`config.mk`:
```
export PLATFORM = sky130hd
export DESIGN_NAME = handshaking_slave_fifo
export DESIGN_NICKNAME = d
export VERILOG_FILES = /design/src/rtl/handshaking_slave_fifo.sv
export SDC_FILE = /design/constraint.sdc
export NUM_CORES = 1
export LEC_CHECK = 0
export ABC_AREA = 1
export ABC_CLOCK_PERIOD_IN_PS = 1900
export CAP_MARGIN = 30
export CORE_MARGIN = 2
export CORE_UTILIZATION = 45
export DETAILED_ROUTE_END_ITERATION = 12
export PLACE_DENSITY_LB_ADDON = 0.15
export SETUP_SLACK_MARGIN = 0.2
export SYNTH_ARGS = -nofsm -noshare
export SYNTH_HDL_FRONTEND = slang
export SYNTH_SLANG_ARGS = --single-unit
```
`constraint.sdc`:
```
create_clock -name clk -period 1.9 [get_ports clk]
set_input_delay 0.38 -clock clk [delete_from_list [all_inputs] [get_ports clk]]
set_output_delay 0.38 -clock clk [all_outputs]
set_load 0.05 [all_outputs]
```
`src/rtl/handshaking_slave_fifo.sv`:
```
// Receive side of a valid/ready link: a small first-word fall-through FIFO that
// accepts words from an upstream master and presents them to a downstream consumer.
module handshaking_slave_fifo #(
    parameter int DATA_WIDTH = 8,
    parameter int DEPTH      = 4,
    parameter int ADDR_WIDTH = 2
) (
    input  logic                  clk,
    input  logic                  rst,
    input  logic [DATA_WIDTH-1:0] data_in,
    input  logic                  valid_in,
    output logic                  ready_out,
    output logic [DATA_WIDTH-1:0] data_out,
    output logic                  valid_out,
    input  logic                  ready_in,
    output logic [ADDR_WIDTH:0]   count
);

    // Handshake rule on both sides: a word moves on a rising clk edge where its
    // valid and ready are both high; ready never looks at the partner's valid.

    localparam logic [ADDR_WIDTH:0] FULL_COUNT = (ADDR_WIDTH+1)'(DEPTH);

    logic [DATA_WIDTH-1:0] r_mem [DEPTH];
    logic [ADDR_WIDTH-1:0] r_wr_ptr;
    logic [ADDR_WIDTH-1:0] r_rd_ptr;
    logic [ADDR_WIDTH:0]   r_count;

    logic w_push;
    logic w_pop;

    assign ready_out = !rst && (r_count != FULL_COUNT);
    assign valid_out = !rst && (r_count != '0);
    assign data_out  = valid_out ? r_mem[r_rd_ptr] : '0;
    assign count     = r_count;

    assign w_push = valid_in && ready_out;
    assign w_pop  = valid_out && ready_in;

    // Pointers are exactly log2(DEPTH) bits wide, so they wrap on their own.
    always_ff @(posedge clk) begin
        if (rst) begin
            r_wr_ptr <= '0;
            r_rd_ptr <= '0;
            r_count  <= '0;
        end else begin
            if (w_push) begin
                r_wr_ptr <= r_wr_ptr + 1'b1;
            end
            if (w_pop) begin
                r_rd_ptr <= r_rd_ptr + 1'b1;
            end
            case ({w_push, w_pop})
                2'b10:   r_count <= r_count + 1'b1;
                2'b01:   r_count <= r_count - 1'b1;
                default: r_count <= r_count;
            endcase
        end
    end

    // Storage is not reset; w_push is already blocked while rst is high.
    always_ff @(posedge clk) begin
        if (w_push) begin
            r_mem[r_wr_ptr] <= data_in;
        end
    end

endmodule

```
Yosys cells after proc, flatten, opt, wreduce, memory -nomap -nowiden
Memory sizes are Yosys's and may differ from the RTL's. A register that Yosys moved wholly into a read port is not among the register bits.
Index checks and enable logic that the tools add are counted.
W data, S select, Z words.
{"block": "totals", "register_bits": 7, "mem_bits_rw": 32, "in_bits": 12, "out_inout_bits": 13, "elab_cells": 24, "n_memories": 1}
{"memory": "r_mem", "depth": 4, "word_bits": 8, "rd": 1, "rd_ports_with_merged_regs": 1, "write_ports": 1, "line": "24", "rtl": "logic [DATA_WIDTH-1:0] r_mem [DEPTH];"}
{"block": "op_classes", "n_addsub": 4, "eq_ne": 3, "muxes": 6, "reduce_logical": 7}
{"op": "$mux W8", "count": 1}
{"op": "$pmux W3 S2", "count": 1}
{"op": "$add A2 B1 Y2 const B", "count": 2}
{"op": "$logic_and A1 B1 Y1", "count": 4}
{"op": "$mux W2", "count": 2}
{"op": "$add A3 B1 Y3 const B", "count": 1}
{"op": "$ne A3 B3 Y1 const B", "count": 1}
{"op": "$reduce_bool A3 Y1", "count": 1}
{"op": "$sub A3 B1 Y3 const B", "count": 1}
{"op": "$eq A2 B1 Y1 const B", "count": 1}
{"op": "$eq A2 B2 Y1 const B", "count": 1}
{"op": "$mux W1", "count": 2}
{"op": "$reduce_bool A2 Y1", "count": 1}
{"op": "$logic_not A1 Y1", "count": 1}

Depth between registers and ports, before layout
Gate-level depths: netlist of run 1.
{"block": "logic_depth", "word_depth": 5, "mapped_depth": 13, "depth_no_buf": 13}

Worst setup path after synthesis of run 1
Ideal clock, no wire load.
{"block": "synth_timing", "path_kind": "register -> output", "start": "reg r_count[1], in the netlist count[1]", "end": "out data_out[0]", "arrival_time_ns": 1.817, "required_ns": 1.520, "setup_slack_ns": -0.297, "path_stages_with_launch": 5, "n_path_buf": 0, "cell_sequence": "dfxtp_1 nor2_1 nand2_1 nand2_2 a21oi_1"}
{"block": "synth_between", "elab_chain_len": 3}
{"item": "start, declared", "line": "27", "rtl": "logic [ADDR_WIDTH:0] r_count;"}
{"item": "start signal, assigned", "line": "54", "rtl": "2'b10: r_count <= r_count + 1'b1;"}
{"item": "start signal, assigned", "line": "55", "rtl": "2'b01: r_count <= r_count - 1'b1;"}
{"item": "start signal, assigned", "line": "56", "rtl": "default: r_count <= r_count;"}
{"item": "$reduce_bool A3 Y1", "line": "33", "rtl": "assign valid_out = !rst && (r_count != '0);"}
{"item": "$logic_and A1 B1 Y1", "line": "33"}
{"item": "$mux W8", "line": "34", "rtl": "assign data_out = valid_out ? r_mem[r_rd_ptr] : '0;"}
{"item": "end, declared", "line": "13", "rtl": "output logic [DATA_WIDTH-1:0] data_out,"}
No other way between the ends.

Final worst setup path of run 1
{"block": "layout_timing", "start": "reg r_count[0], in the netlist count[0]", "end": "reg r_count[2], in the netlist count[2]"}
{"block": "layout_between", "elab_chain_len": 5, "word_cells_on_any_way": 12, "classes_between": "2 x add/sub; 3 x eq/ne; 1 x mux; 6 x reduce/logical"}
{"item": "$ne A3 B3 Y1 or $reduce_bool A3 Y1 (tied branches)", "line": "32, 33"}
{"item": "$logic_and A1 B1 Y1, on equally long branches", "line": "32, 33"}
{"item": "$logic_and A1 B1 Y1, on equally long branches", "line": "37, 38"}
{"item": "$eq A2 B1 Y1 or $eq A2 B2 Y1 (tied branches)", "line": "53", "rtl": "case ({w_push, w_pop})"}
{"item": "$pmux W3 S2 or $reduce_bool A2 Y1 (tied branches)"}
Parallel ways exist; a longest one is shown, timed or not.
A chain may end at the register's enable or synchronous reset.

==> summary.txt, run 1 <==
Status
  – Result of the run: finished clean

Clocking
  – Post-CTS Hold Buffers: 0
  – Total number of H-tree levels: 2
  – Total clock buffers created by CTS: 5
  – Number of sinks handled by clock tree synthesis: 41
  – Maximum root-to-sink buffer count: 2
  – TritonCTS clock tree: built
  – Insertion delay to the later sink of the worst-skew pair: 280 ps
  – Clk root buf: sky130_fd_sc_hd__clkbuf_8
  – Clock slew at the register clock pins of the worst setup and hold paths: 70 ps

STA
  – Achievable frequency: 542 MHz
  – Finish-stage setup viols: 0
  – Number of pins with negative max-slew slack in the final report: 0
  – Clock skew: 3.64 ps
  – Crit share post-route: 0.970
  – Unrepaired setup endpoints after global routing: yes
  – Time the worst path needs with I/O delays and setup: 1840 ps
  – Worst-Margin Slew: 507 ps
  – Max-slew headroom: 0.664
  – Count of endpoints failing hold in the final timing report: 0

Placement
  – Gpl congestion: 0.802
  – Cell Count Post-Placement: 246
  – Placed cell area: 2300 µm²
  – Detailed placer's ending HPWL: 2.51 mm
  – Number of port buffers: 24

Cells and area
  – Layout overhead on the synthesized area: 57.0%
  – Final net count: 235
  – Antenna fix cells: 0
  – Number of standard cells in the layout, taps in and fillers out: 265
  – Final cell area excluding filler cells: 2760 µm²
  – Share of cells above drive strength 1: 0.475

Drt
  – Routed WL per cell: 15.6 µm
  – Total Wirelength: 4.14 mm
  – DR pass1 iterations: 4
  – Antenna violation net count after detailed routing: 0
  – Via count: 1,349
  – Remaining design rule violation count: 0
  – Routed vias/inst: 5.09
  – Initial drt markers: 80

Synthesis
  – Number of synthesized flops with an enable pin: 32
  – Cell area after synthesis: 1760 µm²
  – Average cell area after synthesis: 10.7 µm²
  – Commonest register cell after synthesis: sky130_fd_sc_hd__edfxtp_1
  – Area fraction of the dominant cell type after synthesis: 0.547
  – Number of warning messages in the yosys log: 0
  – FF+latch count, synth: 41
  – Main area contributors after synthesis: sky130_fd_sc_hd__edfxtp_1 (55%), sky130_fd_sc_hd__dfxtp_1 (10%), sky130_fd_sc_hd__nor2_1 (9.4%)
  – Cell count after synthesis: 165
  – Net count of the mapped netlist: 183
  – Netlist cell types: 19
  – Most repeated cell in the gate-level netlist after synthesis: sky130_fd_sc_hd__nor2_1
  – Most used standard cells in the synthesized netlist: sky130_fd_sc_hd__nor2_1 (44), sky130_fd_sc_hd__edfxtp_1 (32), sky130_fd_sc_hd__inv_1 (17), sky130_fd_sc_hd__nand2_1 (13), sky130_fd_sc_hd__a21oi_1 (11)
  – Asr flop ratio synth: 0
  – Post-synthesis sequential area ratio: 0.649
  – Cell type contributing the most total cell area after synthesis: sky130_fd_sc_hd__edfxtp_1

Floorplan
  – Starting density of the core: 0.473
  – I/O pins: 25
  – Die Area: 4420 µm²
  – Number of rows created at floorplan: 22
  – Std-Cell Core Area: 3720 µm²
  – Die outline width: 66.5 µm
  – Vert. Die Dim: 66.5 µm

Hold path
  – Min-Delay Path Class: reg2reg
  – Depth of the worst hold-timing path: 2
  – WHS Endpoint: r_wr_ptr[1]
  – Start point of the worst hold path: r_wr_ptr[1]

Worst setup path
  – Length in cells of the worst reg-to-reg path: 12
  – Worst endpoint required time: 2120 ps
  – Worst path top cell family by delay: simple AND/OR/NAND/NOR gates
  – Worst reg-to-reg setup slack: 60 ps
  – Worst path arrival time: 2070 ps
  – Buffers plus inverters on the worst setup path: 2
  – FF-to-FF End: count[2]
  – Worst reg2reg path startpoint: count[0]
  – Crit path kind: reg2reg
  – Nature of the critical path startpoint: flop
  – Slowest library cell on the worst path: sky130_fd_sc_hd__fa_2
  – CP Capture Type: flop
  – Cell depth of the worst setup path: 12
  – Stage delay of the slowest cell on the critical path: 370 ps
  – Critical Path Fanout Max: 3
  – Cell Chain, Critical Path: buf_12 > nor2_4 > nand2_2 > nand3_4 > ha_4 > inv_4 > fa_2 > nand2_2 > nand3_2 > nand2_1 > nand2_1 > nor2_1

Global route
  – Initial antenna violation count: 0
  – Met1 Track Usage GR: 0.244
  – Global routing met3 resource utilization: 0.0625
  – Via count of the first global-routing pass: 1,332
  – GRT Resource Usage Total: 0.205
  – Met2 capacity usage during global routing: 0.348
  – Wire length of the first global-routing pass: 6.37 mm
  – Congestion Overflow GR: 0
  – Maximum number of pins on one net before global-route repair: 17
  – Global-route layer with the greatest usage: met2

Job
  – Max-cap violation count: 0

Power
  – Cell area power density: 813 nW/µm²
  – Worst vdd rail ir drop: 0.546 mV
  – Static Leakage: 1.03 nW
  – Post-route total power: 2.24 mW
[worst max-delay path by stage]
stage / slack, ps / start / to
5_1_grt: 10 / count[0] / count[2]
4_1_cts: 80 / flop / data_out[7]
6_report: 60 / count[0] / count[2]
3_5_place_dp: -270 / rst / count[2]
3_3_place_gp: -160 / rst / count[2]
2_1_floorplan: 200 / count[2] / count[2]
[where the power goes]
part | internal [mW] | switching, mW
Clock | 0.246 | 0.277
Combinational | 0.289 | 0.396
Sequential | 1.01 | 0.0298
[stage by stage]
step / util / hold slack (ps) / setup TNS [ps] / worst slack, ps
global placement: 0.619 / 493 / -1150 / -156
detailed placement: 0.619 / 511 / -1500 / -272
global route: 0.743 / 557 / 0 / 10.2
CTS: 0.714 / 521 / 0 / 79.6
finish: 0.743 / 518 / 0 / 56.5
floorplan: - / 452 / 0 / 202
[area by class of cell]
class	count	area (µm²)
Sequential cell	41	1160
Fill cell	245	956
Multi-Input combinational cell	102	800
Timing Repair Buffer	48	571
Inverter	19	92.6
Clock buffer	5	68.8
Tap cell	48	60.1
Clock inverter	2	11.3
[logic make-up after synthesis]
kind of cell / after synthesis / synth area share
adders and majority gates: 6 / 0.0470
xor gates and xnor gates: 1 / 0.00498
AOI/OAI and AO/OA: 29 / 0.0826
and+or+nand+nor: 65 / 0.152
DFF: 41 / 0.649
buffers and inverters: 23 / 0.0641
[cell usage in the layout (no fill, tap or decap), drive strengths merged]
cell type,n
nor2,44
buf,35
edfxtp,32
inv,19
o21ai,18
nand2,15
a21oi,11
clkdlybuf4s50,9
dfxtp,9
clkbuf,5
ha,5
nand3,5
dlygate4sd2,4
nand4,2
xor2,1
fa,1
clkinvlp,1
clkinv,1
[routing by layer]
layer,up-vias,part of all wire,wire (µm)
met2,41,0.53,2190
met3,4,0.058,238
met5,-,0,0
met4,0,0.0080,33
li1,657,-,-
met1,647,0.40,1670
[timing repair]
item	4_1_cts	5_1_grt
gates cloned	1	0
setup endpoints to repair	13	12
setup buffers	6	5
resized for setup	53	24
pin swaps	19	21
[worst reg2reg max path: cells and delay by family (launching register included)]
family	cells	cell delay (ps)
buffers and inverters	2	160
adder cells (fa/ha/maj)	2	520
AND/OR/NAND/NOR	8	740
flip-flops	1	350
[state kept, by name, indices dropped and copies added, names as in the netlist, named ones only]
name	cells
r_wr_ptr	2
r_rd_ptr	2
count	3
r_mem	32
Note: power is estimated with default switching activity, not from simulation.
==> run 2, diff against run 1 <==
SLEW_MARGIN = 20   (was default)
==> results of run 2 <==
The final DEF is identical to that of run 1; final timing and power are the same.
